**src/rtl/formation_ctrl_if.sv**
```systemverilog
// Control/status bundle between the frame timing chain, game logic and the
// invader formation controller.
interface formation_ctrl_if;
  logic        vsync;
  logic        start;
  logic        clear;
  logic        hit;
  logic [11:0] xpos;
  logic [11:0] ypos;
  logic        enabled;
  logic        dir;
  logic        landed;

  modport master (
    output vsync, start, clear, hit,
    input  xpos, ypos, enabled, dir, landed
  );

  modport slave (
    input  vsync, start, clear, hit,
    output xpos, ypos, enabled, dir, landed
  );
endinterface

```
**src/rtl/formation_ctrl.sv**
```systemverilog
// Invader formation motion controller: steps the formation once every period
// frames, reverses and drops a row at screen edges, flags landing at Y_MAX.
// Optional FORMATION_SPEEDUP_EN: each hit shortens the step period by one frame.
module formation_ctrl #(
  parameter int X_START   = 64,
  parameter int Y_START   = 32,
  parameter int X_MIN     = 0,
  parameter int X_MAX     = 736,
  parameter int Y_MAX     = 568,
  parameter int STEP_X    = 8,
  parameter int STEP_Y    = 16,
  parameter int FRAME_DIV = 30
) (
  input  logic             clk,
  input  logic             rst_n,
  formation_ctrl_if.slave  bus
);

  localparam logic [11:0] X_START12  = 12'(X_START);
  localparam logic [11:0] Y_START12  = 12'(Y_START);
  localparam logic [12:0] X_MIN13    = 13'(X_MIN);
  localparam logic [12:0] X_MAX13    = 13'(X_MAX);
  localparam logic [12:0] Y_MAX13    = 13'(Y_MAX);
  localparam logic [12:0] STEP_X13   = 13'(STEP_X);
  localparam logic [12:0] STEP_Y13   = 13'(STEP_Y);
  localparam logic [7:0]  FRAME_DIV8 = 8'(FRAME_DIV);

  typedef enum logic [1:0] {IDLE, MOVE, DROP, DONE} state_t;

  state_t      state_q, state_d;
  logic        vsync_q;
  logic        tick;
  logic [11:0] xpos_q, xpos_d;
  logic [11:0] ypos_q, ypos_d;
  logic        dir_q, dir_d;
  logic        enabled_q, enabled_d;
  logic        landed_q, landed_d;
  logic [7:0]  cnt_q, cnt_d;
  logic [7:0]  per_q, per_d;
  logic [12:0] x_right13;
  logic [12:0] y_next13;

  // vsync_q resets high so a vsync already high at reset release is not a tick.
  assign tick      = bus.vsync & ~vsync_q;
  assign x_right13 = {1'b0, xpos_q} + STEP_X13;
  assign y_next13  = {1'b0, ypos_q} + STEP_Y13;

`ifdef FORMATION_SPEEDUP_EN
  logic [7:0] per_dec;
  assign per_dec = (per_q > 8'd1) ? (per_q - 8'd1) : 8'd1;
`else
  logic unused_hit;
  assign unused_hit = bus.hit;
`endif

  always_ff @(posedge clk or negedge rst_n) begin
    if (!rst_n) begin
      state_q   <= IDLE;
      vsync_q   <= 1'b1;
      xpos_q    <= X_START12;
      ypos_q    <= Y_START12;
      dir_q     <= 1'b1;
      enabled_q <= 1'b0;
      landed_q  <= 1'b0;
      cnt_q     <= 8'd0;
      per_q     <= FRAME_DIV8;
    end else begin
      state_q   <= state_d;
      vsync_q   <= bus.vsync;
      xpos_q    <= xpos_d;
      ypos_q    <= ypos_d;
      dir_q     <= dir_d;
      enabled_q <= enabled_d;
      landed_q  <= landed_d;
      cnt_q     <= cnt_d;
      per_q     <= per_d;
    end
  end

  always_comb begin
    state_d   = state_q;
    xpos_d    = xpos_q;
    ypos_d    = ypos_q;
    dir_d     = dir_q;
    enabled_d = enabled_q;
    landed_d  = landed_q;
    cnt_d     = cnt_q;
    per_d     = per_q;

    if (bus.clear) begin
      state_d   = IDLE;
      enabled_d = 1'b0;
      landed_d  = 1'b0;
    end else if (bus.start && (state_q == IDLE || state_q == DONE)) begin
      state_d   = MOVE;
      xpos_d    = X_START12;
      ypos_d    = Y_START12;
      dir_d     = 1'b1;
      enabled_d = 1'b1;
      landed_d  = 1'b0;
      cnt_d     = 8'd0;
      per_d     = FRAME_DIV8;
    end else if (tick && state_q == MOVE) begin
      if (cnt_q >= per_q - 8'd1) begin
        cnt_d = 8'd0;
        if (dir_q) begin
          if (x_right13 > X_MAX13) begin
            dir_d   = 1'b0;
            state_d = DROP;
          end else begin
            xpos_d = x_right13[11:0];
          end
        end else begin
          // Compare against X_MIN+STEP_X so the subtraction can never underflow.
          if ({1'b0, xpos_q} < X_MIN13 + STEP_X13) begin
            dir_d   = 1'b1;
            state_d = DROP;
          end else begin
            xpos_d = xpos_q - STEP_X13[11:0];
          end
        end
      end else begin
        cnt_d = cnt_q + 8'd1;
      end
    end else if (tick && state_q == DROP) begin
      ypos_d = y_next13[11:0];
      cnt_d  = 8'd0;
      if (y_next13 >= Y_MAX13) begin
        state_d  = DONE;
        landed_d = 1'b1;
      end else begin
        state_d = MOVE;
      end
    end
`ifdef FORMATION_SPEEDUP_EN
    else if (bus.hit && (state_q == MOVE || state_q == DROP)) begin
      per_d = per_dec;
      if (cnt_q > per_dec - 8'd1) begin
        cnt_d = per_dec - 8'd1;
      end
    end
`endif
  end

  assign bus.xpos    = xpos_q;
  assign bus.ypos    = ypos_q;
  assign bus.enabled = enabled_q;
  assign bus.dir     = dir_q;
  assign bus.landed  = landed_q;

endmodule
```
**src/flat_wrapper.sv**
```systemverilog
// flat-port wrapper written by rule: the top's interface ports become plain ports
module formation_ctrl_flat 
#(
  parameter int X_START   = 64,
  parameter int Y_START   = 32,
  parameter int X_MIN     = 0,
  parameter int X_MAX     = 736,
  parameter int Y_MAX     = 568,
  parameter int STEP_X    = 8,
  parameter int STEP_Y    = 16,
  parameter int FRAME_DIV = 30
)
  (clk, rst_n, bus_vsync, bus_start, bus_clear, bus_hit, bus_xpos, bus_ypos, bus_enabled, bus_dir, bus_landed);
  formation_ctrl_if bus_i ();
  input  logic clk;
  input  logic rst_n;
  input wire logic [$bits(bus_i.vsync)-1:0] bus_vsync;
  input wire logic [$bits(bus_i.start)-1:0] bus_start;
  input wire logic [$bits(bus_i.clear)-1:0] bus_clear;
  input wire logic [$bits(bus_i.hit)-1:0] bus_hit;
  output wire logic [$bits(bus_i.xpos)-1:0] bus_xpos;
  output wire logic [$bits(bus_i.ypos)-1:0] bus_ypos;
  output wire logic [$bits(bus_i.enabled)-1:0] bus_enabled;
  output wire logic [$bits(bus_i.dir)-1:0] bus_dir;
  output wire logic [$bits(bus_i.landed)-1:0] bus_landed;
  assign bus_i.vsync = bus_vsync;
  assign bus_i.start = bus_start;
  assign bus_i.clear = bus_clear;
  assign bus_i.hit = bus_hit;
  assign bus_xpos = bus_i.xpos;
  assign bus_ypos = bus_i.ypos;
  assign bus_enabled = bus_i.enabled;
  assign bus_dir = bus_i.dir;
  assign bus_landed = bus_i.landed;
  formation_ctrl #(.X_START(X_START), .Y_START(Y_START), .X_MIN(X_MIN), .X_MAX(X_MAX), .Y_MAX(Y_MAX), .STEP_X(STEP_X), .STEP_Y(STEP_Y), .FRAME_DIV(FRAME_DIV)) u_core (.clk(clk), .rst_n(rst_n), .bus(bus_i));
endmodule
```
**config.mk**
```make
export PLATFORM = sky130hd
export DESIGN_NAME = formation_ctrl_flat
export DESIGN_NICKNAME = d
export VERILOG_FILES = /design/src/rtl/formation_ctrl_if.sv /design/src/rtl/formation_ctrl.sv /design/src/flat_wrapper.sv
export SDC_FILE = /design/constraint.sdc
export NUM_CORES = 1
export LEC_CHECK = 0
export BUFFER_PORTS_ARGS = -buffer_cell sky130_fd_sc_hd__buf_2
export CORE_MARGIN = 4
export CORE_UTILIZATION = 23
export DETAILED_ROUTE_END_ITERATION = 10
export PLACE_DENSITY_LB_ADDON = 0.12
export SLEW_MARGIN = 25
export SYNTH_ARGS = -nofsm -noshare
export SYNTH_HDL_FRONTEND = slang
export SYNTH_SLANG_ARGS = --single-unit
```
**constraint.sdc**
```tcl
create_clock -name clk -period 5.8 [get_ports clk]
set_input_delay 0.87 -clock clk [delete_from_list [all_inputs] [get_ports clk]]
set_output_delay 0.87 -clock clk [all_outputs]
set_load 0.03 [all_outputs]
```
---- Word-level counts from Yosys, hierarchy flattened ----
Cells that the tools add are included.
word-level totals
  flip-flop bits (word level) ............. 38
  bits in latches ......................... 0
  memory bits (writable) .................. 0
  bits in read-only memories .............. 0
  output and inout bits ................... 27
  word-level logic and storage cells ...... 83
  memories kept ........................... 0
operators by class
  add/sub/neg operators ................... 4
  multiply operators ...................... 0
  divide/modulo/power cells ............... 0
  magnitude comparators ................... 4
  eq/ne operators ......................... 10
  shift-type cells ........................ 0
  multiplexer cells ....................... 35
  bitwise logic cells ..................... 3
  reductions and logical operators ........ 19
operator list
  operator                                                number
  two-way mux 12 bit                                      9
  two-way mux 8 bit                                       4
  two-way mux 2 bit                                       9
  adder 12 x 4 -> 13 bit (second input constant)          1
  adder 12 x 5 -> 13 bit (second input constant)          1
  >= comparator 13 x 10 -> 1 bit (second input constant)  1
  > comparator 13 x 10 -> 1 bit (second input constant)   1
  two-way mux 1 bit                                       13
  < comparator 12 x 4 -> 1 bit (second input constant)    1
  subtractor 12 x 4 -> 12 bit (second input constant)     1
  AND reduction 3 bit                                     3
  nonzero test 3 bit                                      3
  adder 8 x 1 -> 8 bit (second input constant)            1
  >= comparator 8 x 5 -> 1 bit (second input constant)    1
  nonzero test 2 bit                                      4
  inequality test 5 x 3 -> 1 bit (second input constant)  1
  inequality test 5 bit (second input constant)           1
  AND reduction 5 bit                                     1
  equality test 2 bit (second input constant)             2
  inequality test 4 x 3 -> 1 bit (second input constant)  1
  AND reduction 4 bit                                     1
  nonzero test 4 bit                                      1
  logical AND 1 bit                                       3
  inequality test 3 x 1 -> 1 bit (second input constant)  1
  9 further kinds                                         10

---- Longest topological paths before layout ----
  depth in word-level cells ............... 8
  depth in mapped cells ................... 10
  gate-level depth less buffers ........... 9

---- Worst setup path after synthesis ----
Ideal clock, no wire load.
  path type ............................... register -> register
  start point ............................. register u_core.xpos_q[3] (netlist: u_core.bus.xpos[3])
  end point ............................... register u_core.xpos_q[9] (netlist: u_core.bus.xpos[9])
  setup time .............................. 0.069 ns
  arrival time ............................ 2.534 ns
  required time ........................... 5.731 ns
  setup slack ............................. 3.196 ns
  stages on the path, launching flop included .. 11
  buffers on the path ..................... 1
  clock period less this slack ............ 2.604 ns
  path through ............................ dfrtp_1 -> inv_1 -> ha_1 -> nand2b_1 -> a311oi_2 -> a21oi_1 -> a311oi_4 -> o21ai_2 -> buf_6 -> or4_1 -> nand3_1
on the way
  longest elaborated chain between the ends .. 6
ends and longest elaborated chain
  what                                                                            line                  text
  from (decl)                                                                     formation_ctrl.sv:33  logic [11:0] xpos_q, xpos_d;
  from (signal assigned)                                                          formation_ctrl.sv:70  xpos_q <= xpos_d;
  parallel branches: the longest is 6 deep, another holds adder 12 x 4 -> 13 bit  n/a
Parallel ways; which one is timed is not known. The select of a mux whose other input is x is not followed.
A chain may end at the register's enable or synchronous reset.

---- Worst setup path after layout ----
  start point ............................. register u_core.xpos_q[3] (netlist: u_core.bus.xpos[3])
  end point ............................... register u_core.xpos_q[10] (netlist: u_core.bus.xpos[10])
Same word-level chain as after synthesis.

==> summary.md <==
| Metric | Value |
|---|---|
| Cell leakage power | slightly above 1 nW |
| Worst-Margin Slew | about 750 ps |
| Reg2Reg Depth | 9 |
| Clk Latency, worst-skew pair | approximately 290 ps |
| Cts repair resizes | 0 |
| Type of destination of the critical path | register |
| Slowest CP cell | dfrtp_1 |
| Vias in the first global route | 1721 |
| Die Wd | approximately 100 um |
| VDD IR-drop max | about 0.1 mV |
| Main area contributors after synthesis | dfrtp_1 (33%), dfstp_2 (5.1%), ha_1 (4.8%), nand2_1 (4.5%), o21ai_0 (3.6%) |
| CTS tree | yes |
| Final number of setup-violating endpoints | 0 |
| Inserted Clock Buffers | 5 |
| Design Area, Final | ~2300 sq um |
| CP peak stage delay | 430 ps |
| Vias | 1771 |
| Core area | 8763 sq um |
| Worst Setup Start Kind | register |
| Post-route clock skew | 9.521 ps |
| FF-to-FF End | u_core.bus.xpos[10]$_DFFE_PN0P_ |
| Critical path class | register to register |
| Distinct cells, synth | 53 |
| Area share of the largest cell type after synthesis | between 30% and 40% |
| Pwr per Cell Area | ~270 nW/um^2 |
| Setup TNS | 0 ps |
| Nets@finish | ~270 |
| Number of warnings issued by yosys | 0 |
| Worst hold start | u_core.cnt_q[7]$_DFFE_PN0P_ |
| Tot GR Track Use | between 10% and 20% |
| Rows | 34 |
| Relative slew slack | about half |
| Post-DRT Antenna Nets | 0 |
| First-pass GRT wire length | 8942 um |
| H-tree Lvls | 2 |
| Worst Hold Class | register to register |
| Worst EP arrival | between 2000 and 3000 ps |
| Setup repair bufs after CTS | 0 |
| Number of synthesized register bits | 31 |
| Initial antenna violation count | 0 |
| Placed cell areas | ~2200 sq um |
| Primary FF master, synth | dfrtp_1 |
| Clk slew on worst S/H paths | roughly 70 ps |
| Hold depth | 2 |
| Clk sinks | 31 |
| Req. time, crit path | about 6000 ps |
| Layout cells sized above 1 | 15.75% |
| Clock Path Buffers | 2 |
| Pins Over Slew Limit | 0 |
| Area Growth Syn to Fin | 11.41% |
| Cell Area, Synth | around 2100 sq um |
| Pre-antenna DRT Iters | 4 |
| Die height | around 100 um |
| RSZ-0062 raised after global routing | no |
| Fmax | about 370 MHz |
| Initial Util | a little under a quarter |
| Fin crit share | roughly 46% |
| DR vias/cell | 4.892 |
| Ant diodes | 0 |
| GRT overflow | 0 |
| Largest net degree at the start of global routing | 32 |
| Hold_buf cts | 0 |
| EDFF count, synth | 0 |
| Final wirelength | approximately 5400 um |
| Post-DP HPWL | between 3000 and 4000 um |
| IO buf count | 24 |
| Num ports | 33 |
| Routed length per placed instance | approximately 15 um |
| Commonest non-fill, non-tap cell in the layout | dfrtp_1 |
| Hold EP | u_core.cnt_q[7]$_DFFE_PN0P_ |
| Status | finished, final reports clean |
| Final-report hold violation count | 0 |
| Peak fanout along the critical path | 12 |
| Area leader, netlist | dfrtp_1 |
| Worst-path cell chain | inv_1 > ha_1 > nand2b_1 > a311oi_2 > a21oi_1 > a311oi_4 > o21ai_2 > a21o_1 > a211o_1 |
| R2R setup slack | between 3000 and 4000 ps |
| Avg Synthesized Cell Area | just under 9 sq um |
| Most frequent cells in the layout | dfrtp_1 (27), nand2_1 (25), buf_2 (24), nor2_1 (17), o21ai_0 (15) |
| Die area | between 10000 and 15000 sq um |
| Starting DRC count in detailed routing | 50 |
| Pwr Total | 0.6213 mW |
| Root Buffer | clkbuf_8 |
| Syn Inst Count | 235 |
| Post-synthesis sequential area ratio | a little under two fifths |
| Final Wtd Congestion | about 0.76 |
| FFs w/ async S/R, synth | 100.0% |
| DR DRC count | 0 |
| Max-cap violation count | 0 |
| Worst r2r src | u_core.bus.xpos[3]$_DFFE_PN0P_ |
| Final min period | roughly 2700 ps |
## power breakdown
group / switching (mW) / internal, mW / leakage [nW] / total (mW)
combinational: 0.109 / 0.0618 / 0.552 / 0.171
clock: 0.0850 / 0.0842 / 0.0422 / 0.169
sequential: 0.0437 / 0.237 / 0.413 / 0.281
## layout make-up
class / count / area [sq um]
Tap cell: 108 / 135.1
Clock buffer: 7 / 76.32
Multi-Input combinational cell: 182 / 1157
Sequential cell: 31 / 780.7
Fill cell: 974 / 6455
Clock inverter: 1 / 5.005
Timing Repair Buffer: 24 / 120.1
Inverter: 9 / 33.78
## per-layer routing
metal,part of all wire (%),GRT usage [%]
met5,0,0
met4,0.78,2.988
met3,4.4,2.233
met2,44,16.13
met1,51,15.58
## cell families (layout without fill, tap and decap cells)
group           after synthesis  after routing  synth area share [%]
compound gates               63             63                 21.62
xor+xnor                      7              7                 2.959
fa+ha+maj                     8              8                 4.831
buf+inv                      28             41                 7.548
flops                        31             31                 37.68
mux                           2              2                 1.027
other cells                   1              7                0.1810
simple gates                 95             95                 24.15
## metrics by stage
step / hold WS (ps) / instances / utilization [%] / setup WS [ps]
finish: 496.5 / 362 / 26.34 / 3120
detailed placement: 485.8 / 354 / 25.41 / 3119
CTS: 499.3 / 362 / 26.34 / 3100
floorplan: 464.3 / 241 / - / 3196
global route: 523.8 / 362 / 26.34 / 2933
global placement: 487.7 / 354 / 25.41 / 3135
## worst max-delay path: cells and delay by family, from the launching register on
| family | cells | cell delay, ps |
|---|---|---|
| AOI/OAI and AO/OA | 6 | 1530 |
| adders and majority gates | 1 | 350 |
| buffers and inverters | 1 | 90 |
| DFF | 1 | 430 |
| and+or+nand+nor | 1 | 170 |
## registers in the layout, indices dropped and copies added (netlist names)
register            count
u_core.bus.landed       1
u_core.cnt_q            8
u_core.bus.ypos         8
u_core.state_q          2
u_core.vsync_q          1
u_core.bus.dir          1
u_core.bus.enabled      1
u_core.bus.xpos         9
## synthesized netlist by cell type, drive strengths merged (2+ instances only)
| master | n |
|---|---|
| and2 | 3 |
| or3 | 2 |
| nor4 | 3 |
| ha | 8 |
| inv | 9 |
| o22ai | 3 |
| or4 | 4 |
| and4 | 2 |
| nand2 | 25 |
| o21ai | 17 |
| buf | 12 |
| a211o | 3 |
| clkbuf | 7 |
| nor3 | 5 |
| a211oi | 3 |
| and3 | 6 |
| nand3b | 2 |
| a311oi | 2 |
| o31ai | 5 |
| xor2 | 3 |
| nand3 | 12 |
| nand4 | 2 |
| nor2 | 17 |
| o211ai | 6 |
| a21oi | 10 |
| xnor2 | 4 |
| a31oi | 3 |
| nor4b | 2 |
| nor2b | 2 |
| dfrtp | 27 |
| nand2b | 4 |
| a41oi | 4 |
| dfstp | 4 |
## worst max path at each step
| stage | cells past startpoint | slack (ps) | endpoint | from |
|---|---|---|---|---|
| after global routing | 9 | 2930 | u_core.bus.xpos[11]$_DFFE_PN0P_ | u_core.bus.xpos[3]$_DFFE_PN0P_ |
| after floorplan | 10 | 3200 | u_core.bus.xpos[9]$_DFFE_PN0P_ | u_core.bus.xpos[3]$_DFFE_PN0P_ |
| after detailed placement | 9 | 3120 | u_core.bus.xpos[10]$_DFFE_PN0P_ | u_core.bus.xpos[3]$_DFFE_PN0P_ |
| after global placement | 9 | 3130 | u_core.bus.xpos[10]$_DFFE_PN0P_ | u_core.bus.xpos[3]$_DFFE_PN0P_ |
| after CTS | 9 | 3100 | u_core.bus.xpos[10]$_DFFE_PN0P_ | u_core.bus.xpos[3]$_DFFE_PN0P_ |
| final | 9 | 3120 | u_core.bus.xpos[10]$_DFFE_PN0P_ | u_core.bus.xpos[3]$_DFFE_PN0P_ |
(Power assumes the default switching activity.)
